File: config.mk
export PLATFORM = sky130hd
export DESIGN_NAME = fixfloat_conv_sched
export DESIGN_NICKNAME = d
export VERILOG_FILES = /design/src/rtl/fixfloat_conv_sched.sv
export SDC_FILE = /design/constraint.sdc
export NUM_CORES = 1
export LEC_CHECK = 0
export ABC_CLOCK_PERIOD_IN_PS = 3950
export BUFFER_PORTS_ARGS = -buffer_cell sky130_fd_sc_hd__buf_4
export CAP_MARGIN = 10
export CORE_ASPECT_RATIO = 1.25
export CORE_UTILIZATION = 50
export CTS_BUF_LIST = sky130_fd_sc_hd__clkbuf_16
export CTS_CLUSTER_SIZE = 40
export DETAILED_ROUTE_END_ITERATION = 12
export PLACE_DENSITY = 0.8
export SYNTH_ARGS = -nofsm -noshare
export SYNTH_HDL_FRONTEND = slang
export SYNTH_SLANG_ARGS = --single-unit
File: constraint.sdc
create_clock -name clk -period 3.95 [get_ports clk]
set_input_delay 0.395 -clock clk [delete_from_list [all_inputs] [get_ports clk]]
set_output_delay 0.395 -clock clk [all_outputs]
set_load 0.05 [all_outputs]
File: src/rtl/fixfloat_conv_sched.sv
// Shares one pipelined int-to-float converter between two 16-bit sample requesters.
// Round-robin issue with credit limit; a tag FIFO routes each result back to its owner in order.
module fixfloat_conv_sched #(
  parameter int MAX_OUT = 16,
  parameter int CW      = 5
) (
  input  logic          clk,
  input  logic          rst_n,
  input  logic          s0_tvalid,
  output logic          s0_tready,
  input  logic [15:0]   s0_tdata,
  input  logic          s1_tvalid,
  output logic          s1_tready,
  input  logic [15:0]   s1_tdata,
  output logic          cv_a_tvalid,
  input  logic          cv_a_tready,
  output logic [31:0]   cv_a_tdata,
  input  logic          cv_r_tvalid,
  output logic          cv_r_tready,
  input  logic [31:0]   cv_r_tdata,
  output logic          m0_tvalid,
  input  logic          m0_tready,
  output logic [31:0]   m0_tdata,
  output logic          m1_tvalid,
  input  logic          m1_tready,
  output logic [31:0]   m1_tdata,
  output logic [CW-1:0] outstanding,
  output logic          err_orphan
);
  localparam int AW = $clog2(MAX_OUT);

  logic               rr;
  logic [MAX_OUT-1:0] tag_mem;
  logic [AW-1:0]      wr_ptr;
  logic [AW-1:0]      rd_ptr;
  logic               can_load;
  logic               credit_ok;
  logic               allow;
  logic               grant0;
  logic               grant1;
  logic               accept;
  logic [15:0]        acc_dat;
  logic               fifo_empty;
  logic               head_tag;
  logic               head_free;
  logic               res_fire;
  logic               pop;
  logic               orphan;

  // Tag FIFO occupancy always equals outstanding, so the counter doubles as the fill level.
  assign fifo_empty = (outstanding == '0);
  assign head_tag   = tag_mem[rd_ptr];

  assign can_load  = !cv_a_tvalid || cv_a_tready;
  assign credit_ok = outstanding < CW'(MAX_OUT);
  assign allow     = rst_n && can_load && credit_ok;
  assign grant0    = allow && s0_tvalid && (!s1_tvalid || !rr);
  assign grant1    = allow && s1_tvalid && (!s0_tvalid || rr);
  assign accept    = grant0 || grant1;
  assign acc_dat   = grant1 ? s1_tdata : s0_tdata;
  assign s0_tready = grant0;
  assign s1_tready = grant1;

  assign head_free   = head_tag ? (!m1_tvalid || m1_tready) : (!m0_tvalid || m0_tready);
  assign cv_r_tready = rst_n && (fifo_empty || head_free);
  assign res_fire    = cv_r_tvalid && cv_r_tready;
  assign pop         = res_fire && !fifo_empty;
  assign orphan      = res_fire && fifo_empty;

  always_ff @(posedge clk or negedge rst_n) begin
    if (!rst_n) begin
      cv_a_tvalid <= 1'b0;
      cv_a_tdata  <= '0;
    end else if (can_load) begin
      cv_a_tvalid <= accept;
      if (accept) cv_a_tdata <= {{16{acc_dat[15]}}, acc_dat};
    end
  end

  always_ff @(posedge clk or negedge rst_n) begin
    if (!rst_n) begin
      tag_mem     <= '0;
      wr_ptr      <= '0;
      rd_ptr      <= '0;
      rr          <= 1'b0;
      outstanding <= '0;
      err_orphan  <= 1'b0;
    end else begin
      if (accept) begin
        tag_mem[wr_ptr] <= grant1;
        wr_ptr          <= wr_ptr + AW'(1);
        rr              <= grant0;
      end
      if (pop) rd_ptr <= rd_ptr + AW'(1);
      if (accept && !pop)      outstanding <= outstanding + CW'(1);
      else if (pop && !accept) outstanding <= outstanding - CW'(1);
      if (orphan) err_orphan <= 1'b1;
    end
  end

  // A result may load a destination in the same cycle it drains.
  always_ff @(posedge clk or negedge rst_n) begin
    if (!rst_n) begin
      m0_tvalid <= 1'b0;
      m0_tdata  <= '0;
      m1_tvalid <= 1'b0;
      m1_tdata  <= '0;
    end else begin
      if (pop && !head_tag) begin
        m0_tvalid <= 1'b1;
        m0_tdata  <= cv_r_tdata;
      end else if (m0_tready) begin
        m0_tvalid <= 1'b0;
      end
      if (pop && head_tag) begin
        m1_tvalid <= 1'b1;
        m1_tdata  <= cv_r_tdata;
      end else if (m1_tready) begin
        m1_tvalid <= 1'b0;
      end
    end
  end

endmodule

==> out/qor.txt, run 1 <==
GRT Total Usage: 0.248
I/O pin count: 180
CTS Sinks: 114
Seq cells post-synth: 114
FMAX: 273 MHz
antenna cells: 0
Layout Nets: 664
Final Cycle Share: 0.928
vias in the first global route: 4071
ANT nets after route: 0
FFs w/ async S/R, synth: 1.00
Required @ worst endpoint: 4.28 ns
Synth Flop Type: dfrtp_1
Clock transition at path regs: 0.05 ns
post-layout util: 0.704
largest net degree at the start of global routing: 65
most common cell after layout, fill and taps aside: buf_4
first-pass GRT wire length: 20400 microns
CP Launch Point: rd_ptr[2]
Worst-Margin Slew: 0.969 ns
# Post-CTS Setup Buffers: 0
initial antenna violation count: 0
top cell type by total area after synthesis: dfrtp_1
WL final: 12700 microns
crit path kind: flop to flop
footprint of the multi-input gates: 0.00212 sq mm
placer congestion estimate: 0.828
CP cell instances: mux4_2 -> mux2i_4 -> mux2_4 -> mux2i_1 -> inv_1 -> ha_1 -> inv_1 -> ha_1 -> nor2b_1 -> o21a_1 -> or3_1 -> a21oi_1 -> xor2_1
port buffer count: 179
outcome: finished clean
worst-path maximum fanout: 6
final setup TNS: 0 ns
TritonCTS clock tree: yes
die area: 0.0109 sq mm
final routed DRC violation total: 0
root buffer cell: clkbuf_16
register area: 0.00285 sq mm
post-synth top area share: 0.545
GR Overflow Total: 0
count of cell types in the netlist: 42
Layout area overhead: 36.5%
most frequent cells in the layout: buf_4, dfrtp_1, nand2_1
endpoint class of the critical path: flop
Seq/Total Area, Yosys: 0.545
Ys Warns: 0
1st-iter DRT viols: 89
Post-synth EDFFs: 0
R2R Setup Slk: 0.29 ns
die width: 93.6 microns
CP max stage delay: 0.57 ns
kind of start point of the critical path: flop
clk_lat worst skew: 0.40 ns
Initial Utilization: 0.516
maxcap violations: 0
# setup viols final: 0
post-synthesis net count: 493
core area: 0.0102 sq mm
DR pass1 iterations: 5
final hold viol count: 0
Syn Area/Cell: 12.8 sq um
worst hold endpoint: m1_tdata[24]
Vias/cell: 5.41
Synth Cell Area: 0.00524 sq mm
worst min-delay path class: input pin to flop
Via Count: 3910
synth top area cells: dfrtp_1, mux2_4, mux2_1
R2R cell count: 13
layout cells sized above 1: 0.433
slew margin rel.: 0.352
Worst Hold Launch: cv_r_tdata[24]
Reg-to-Reg Start: rd_ptr[2]
Critical-path top delay cell: mux4_2
hpwl dp: 9050 microns
Inserted Clock Buffers: 17
R2R Path End: outstanding[4]
min Tclk post-route: 3.66 ns
Die Height: 116 microns
number of gates resized after CTS: 0
Fill cells: 683
wire per inst: 17.6 microns
clock skew: 0.00650 ns
Pins Over Slew Limit: 0
Gate Count Post-Synth: 410
hold_ws: 0.219 ns
crit path DAT: 3.99 ns
FP Rows: 41
hold depth: 2
RSZ-0062 raised after global routing: no
maximum buffer depth of the clock tree: 2
htree depth: 4
[synthesized netlist by cell type (2+ instances only)]
library cell	number
nor3b_1	2
o2bb2ai_1	16
nor2_4	2
mux2_1	35
mux2i_2	2
o211ai_2	2
nor2_1	20
mux2_4	31
clkbuf_1	12
nand2b_1	5
xnor2_1	7
dfrtp_1	114
xor2_1	3
nand2_1	44
nand3_1	14
buf_6	6
mux2i_1	2
o21ai_1	3
buf_4	16
a31oi_1	16
mux4_2	4
nor4_1	2
a21oi_1	3
nand4_1	5
ha_1	10
and2_1	2
or3_1	3
o21ai_0	6
inv_1	7
nor2b_1	4
[metrics by stage]
| stage | setup WS (ns) | area, sq um | instances |
|---|---|---|---|
| detailed placement | 0.291 | 6550 | 689 |
| floorplan | 0.607 | 5240 | 410 |
| global route | 0.0618 | 7150 | 723 |
| CTS | 0.276 | 7140 | 722 |
| global placement | 0.405 | 6550 | 689 |
| finish | 0.286 | 7150 | 723 |
[what timing repair did]
item / in CTS / in global routing
hold buffers: 1 / 0
setup endpoints to repair: 0 / 0
hold endpoints to repair: 20 / 0
[state kept, by name, summed over array words and instances (netlist names)]
name         count
cv_a_tdata      16
outstanding      5
rr               1
rd_ptr           4
m0_tvalid        1
wr_ptr           4
cv_a_tvalid      1
m1_tvalid        1
m0_tdata        32
err_orphan       1
m1_tdata        32
tag_mem         16
[logic make-up after synthesis]
kind of cell | Yosys count | synth area share
DFF | 114 | 0.545
and+or+nand+nor | 107 | 0.0967
muxes | 75 | 0.195
AOI/OAI and AO/OA | 50 | 0.0685
buffers and inverters | 43 | 0.0511
adders and majority gates | 11 | 0.0277
xor gates and xnor gates | 10 | 0.0167
[layout make-up]
type / instances / area share
inverter: 8 / 0.00420
timing repair buffer: 187 / 0.198
clock buffer: 17 / 0.0595
clock inverter: 15 / 0.0210
multi-input combinational: 253 / 0.296
sequential: 114 / 0.399
tap: 129 / 0.0226
[metal layers]
metal / vias up / track usage / part of all wire
li1: 1774 / - / -
met2: 182 / 0.434 / 0.51
met3: 28 / 0.0723 / 0.074
met4: 0 / 0.108 / 0.024
met1: 1926 / 0.283 / 0.39
met5: - / 0 / 0
[worst max-delay path: cells and delay by family, from the launching register on]
family / cells / cell delay (ns)
AO/OA/AOI/OAI: 2 / 0.37
flip-flops: 1 / 0.52
adder cells (fa/ha/maj): 2 / 0.50
AND/OR/NAND/NOR: 2 / 0.45
multiplexers: 4 / 1.37
XOR/XNOR: 1 / 0.15
buffers and inverters: 2 / 0.22
[worst max path at each step]
| stage | cells after the start | slack [ns] | endpoint |
|---|---|---|---|
| final | 13 | 0.29 | outstanding[4] |
| after global routing | 13 | 0.06 | outstanding[4] |
| after CTS | 13 | 0.28 | outstanding[4] |
| after detailed placement | 13 | 0.29 | outstanding[4] |
| after global placement | 13 | 0.41 | outstanding[4] |
| after floorplan | 14 | 0.61 | outstanding[4] |
Power of run 1 is left out: the tool's default activity adds up to more than one toggle a clock period on the data nets, which glitch-free logic cannot reach.
==> run 2, diff against run 1 <==
- PLACE_DENSITY: 0.8 -> 0.78
- SKIP_CTS_REPAIR_TIMING: unset -> 1
==> run 2 against run 1 <==
Net effect:
- worst hold slack got worse by 0.19 ns
- first-iteration DRC count increased by 15%
- setup slack better by 0.072 ns
- sequential share of layout area barely moved
- non-clock buffer count shrank 1
- routed wire length shrank 4.4%
- die area is the same
- via count decreased by 2.4%
- core utilization increased by 0.074 points
- final cell count shrank 0.14%
- critical path depth is the same
==> out/qor.txt, run 2 (synthesis results as in run 1) <==
GR Overflow Total: 0
Layout area overhead: 36.7%
TritonCTS clock tree: yes
Pins Over Slew Limit: 0
hpwl dp: 8600 microns
Required @ worst endpoint: 4.28 ns
Top Registers: m0_tdata x32, m1_tdata x32
worst-path maximum fanout: 6
crit path DAT: 3.92 ns
slew margin rel.: 0.341
Inserted Clock Buffers: 17
endpoint class of the critical path: flop
clk_lat worst skew: 0.41 ns
R2R Setup Slk: 0.36 ns
die area: 0.0109 sq mm
worst min-delay path class: input pin to asynchronous set/reset pin
clock skew: 0.00707 ns
Initial Utilization: 0.516
final hold viol count: 0
most frequent cells in the layout: buf_4, dfrtp_1, nand2_1
largest net degree at the start of global routing: 52
maxcap violations: 0
I/O pin count: 180
Die Height: 116 microns
Vias/cell: 5.29
maximum buffer depth of the clock tree: 2
GRT Total Usage: 0.240
antenna cells: 0
ANT nets after route: 0
vias in the first global route: 3945
core area: 0.0102 sq mm
crit path kind: flop to flop
1st-iter DRT viols: 102
final setup TNS: 0 ns
min Tclk post-route: 3.59 ns
layout cells sized above 1: 0.435
RSZ-0062 raised after global routing: no
FP Rows: 41
FMAX: 278 MHz
WL final: 12200 microns
die width: 93.6 microns
root buffer cell: clkbuf_16
Layout Nets: 663
Clock transition at path regs: 0.05 ns
placer congestion estimate: 0.880
final routed DRC violation total: 0
first-pass GRT wire length: 19700 microns
port buffer count: 179
most common cell after layout, fill and taps aside: buf_4
CTS Sinks: 114
Via Count: 3818
kind of start point of the critical path: flop
Worst-Margin Slew: 0.985 ns
Fill cells: 711
Final Cycle Share: 0.909
outcome: finished clean
wire per inst: 16.9 microns
hold_ws: 0.0237 ns
# setup viols final: 0
htree depth: 4
DR pass1 iterations: 4
initial antenna violation count: 0
[run 2: final cells by class]
type                       instances  area [sq um]  area share
clock buffer                      17           425      0.0594
clock inverter                    15           174      0.0243
inverter                           8          30.0     0.00419
multi-input combinational        253          2120       0.296
sequential                       114          2850       0.399
tap                              129           161      0.0225
timing repair buffer             186          1400       0.195
[run 2: final timing paths]
kind,start,end,cells after the start
worst max-delay path,rd_ptr[2],outstanding[4],13
worst min-delay path,rst_n,m0_tdata[12],2
worst max register to register,rd_ptr[2],outstanding[4],13
worst min register to register,err_orphan,err_orphan,1
max in group asynchronous,rst_n,m1_tdata[20],2
min in group clk,cv_r_tdata[31],m0_tdata[31],2
[run 2: critical path, cell delays in order, from the launching register on]
cell and delay [ns]:
dfrtp_2 0.47, mux4_2 0.53, mux2i_2 0.26, mux2_4 0.25, mux2i_1 0.31, inv_1 0.08, ha_1 0.23, inv_1 0.13
ha_1 0.27, nor2b_1 0.15, o21a_1 0.18, or3_1 0.30, a21oi_1 0.18, xor2_1 0.16
[run 2: per-layer routing]
layer  up-vias  track usage  routed length, microns
met5         -            0                       0
met4         0        0.106                     272
met3        25       0.0625                     847
met2       168        0.408                    5950
met1      1843        0.288                    5110
li1       1782            -                       -
[run 2: stage by stage]
stage | cells | area [sq um] | utilization | setup slack, ns
floorplan | 410 | 5240 | - | 0.607
global placement | 690 | 6560 | 0.646 | 0.379
detailed placement | 690 | 6560 | 0.646 | 0.258
CTS | 722 | 7160 | 0.705 | 0.237
global route | 722 | 7160 | 0.705 | 0.0966
finish | 722 | 7160 | 0.705 | 0.358
Power of run 2 is left out for the same reason.
==> run 3, diff against run 2 <==
- GPL_ROUTABILITY_DRIVEN: unset -> 0
- PLACE_DENSITY: 0.78 -> 0.85
- REMOVE_ABC_BUFFERS: unset -> 1
==> run 3 against run 2 <==
Net effect:
- non-clock buffer count shrank 2
- largest cell class unchanged
- critical path depth is the same
- global-route usage rose by 1.5 points
- critical endpoint unchanged
- first-iteration DRC count shrank 2.9%
==> out/qor.txt, run 3 (synthesis results as in run 1) <==
Die Height: 116 microns
die width: 93.6 microns
hpwl dp: 8940 microns
# setup viols final: 0
clock skew: 0.0114 ns
most frequent cells in the layout: buf_4, dfrtp_1, nand2_1
worst-path maximum fanout: 6
slew margin rel.: 0.334
ANT nets after route: 0
kind of start point of the critical path: flop
footprint of the multi-input gates: 0.00212 sq mm
Worst-Margin Slew: 0.996 ns
Initial Utilization: 0.516
FP Rows: 41
WL final: 13300 microns
most common cell after layout, fill and taps aside: buf_4
vias in the first global route: 4108
crit path DAT: 3.97 ns
CP cell instances: mux4_2 -> mux2i_4 -> mux2_4 -> mux2i_1 -> inv_1 -> ha_1 -> inv_1 -> ha_1 -> nor2b_1 -> o21a_1 -> or3_1 -> a21oi_1 -> xor2_1
R2R Setup Slk: 0.31 ns
crit path kind: flop to flop
worst min-delay path class: input pin to asynchronous set/reset pin
I/O pin count: 180
port buffer count: 179
final routed DRC violation total: 0
first-pass GRT wire length: 21000 microns
GRT Total Usage: 0.254
FMAX: 274 MHz
Critical-path top delay cell: mux4_2
final setup TNS: 0 ns
antenna cells: 0
layout cells sized above 1: 0.432
RSZ-0062 raised after global routing: no
outcome: finished clean
Pins Over Slew Limit: 0
die area: 0.0109 sq mm
CTS Sinks: 114
Inserted Clock Buffers: 17
R2R Path End: outstanding[4]
DR pass1 iterations: 5
Final Cycle Share: 0.923
endpoint class of the critical path: flop
maximum buffer depth of the clock tree: 2
clk_lat worst skew: 0.41 ns
register area: 0.00285 sq mm
Clock transition at path regs: 0.06 ns
GR Overflow Total: 0
maxcap violations: 0
CP max stage delay: 0.57 ns
Via Count: 3943
Top Registers: m0_tdata x32, m1_tdata x32
TritonCTS clock tree: yes
largest net degree at the start of global routing: 77
final hold viol count: 0
min Tclk post-route: 3.64 ns
Layout Nets: 661
Required @ worst endpoint: 4.28 ns
Fill cells: 675
R2R cell count: 13
wire per inst: 18.5 microns
Layout area overhead: 36.3%
1st-iter DRT viols: 99
Vias/cell: 5.48
initial antenna violation count: 0
core area: 0.0102 sq mm
Reg-to-Reg Start: rd_ptr[2]
htree depth: 4
root buffer cell: clkbuf_16
==> run 3: how the worst max path moves through the flow <==
stage	slack (ns)	startpoint	to	cells after the start
3_5_place_dp	0.23	rd_ptr[2]	outstanding[4]	13
3_3_place_gp	0.38	rd_ptr[2]	outstanding[4]	13
6_report	0.31	rd_ptr[2]	outstanding[4]	13
4_1_cts	0.18	rd_ptr[2]	outstanding[4]	13
2_1_floorplan	-1.92	cv_a_tdata[15]	cv_a_tdata[15]	2
5_1_grt	0.08	rd_ptr[2]	outstanding[4]	13
==> run 3: per-layer routing <==
metal,global-route usage,wire length [microns],part of all wire,vias to the layer above
met5,0,0,0,-
met4,0.0821,134,0.010,0
met3,0.0736,988,0.074,12
met2,0.447,6900,0.52,199
met1,0.301,5260,0.40,1957
li1,-,-,-,1775
==> run 3: area by class of cell <==
cell class / count / share of cell area
clock buffer: 17 / 0.0596
clock inverter: 14 / 0.0209
inverter: 8 / 0.00421
multi-input combinational: 253 / 0.297
sequential: 114 / 0.400
tap: 129 / 0.0226
timing repair buffer: 184 / 0.196
==> run 3: stage by stage <==
stage | utilization | cells | area, sq um | hold slack [ns] | setup WS [ns]
final | 0.703 | 719 | 7140 | 0.120 | 0.305
after CTS | 0.700 | 718 | 7110 | 0.136 | 0.178
after global routing | 0.703 | 719 | 7140 | 0.160 | 0.0784
after detailed placement | 0.644 | 687 | 6540 | 0.464 | 0.231
after global placement | 0.644 | 687 | 6540 | 0.447 | 0.379
after floorplan | - | 375 | 5000 | 0.0994 | -1.92
==> run 3: critical path, delay by kind of cell (launching register included) <==
family	cells	cell delay, ns
compound gates	2	0.37
simple gates	2	0.47
buf+inv	2	0.22
xor+xnor	1	0.16
fa+ha+maj	2	0.50
mux	4	1.37
flops	1	0.47
Power of run 3 is left out for the same reason.
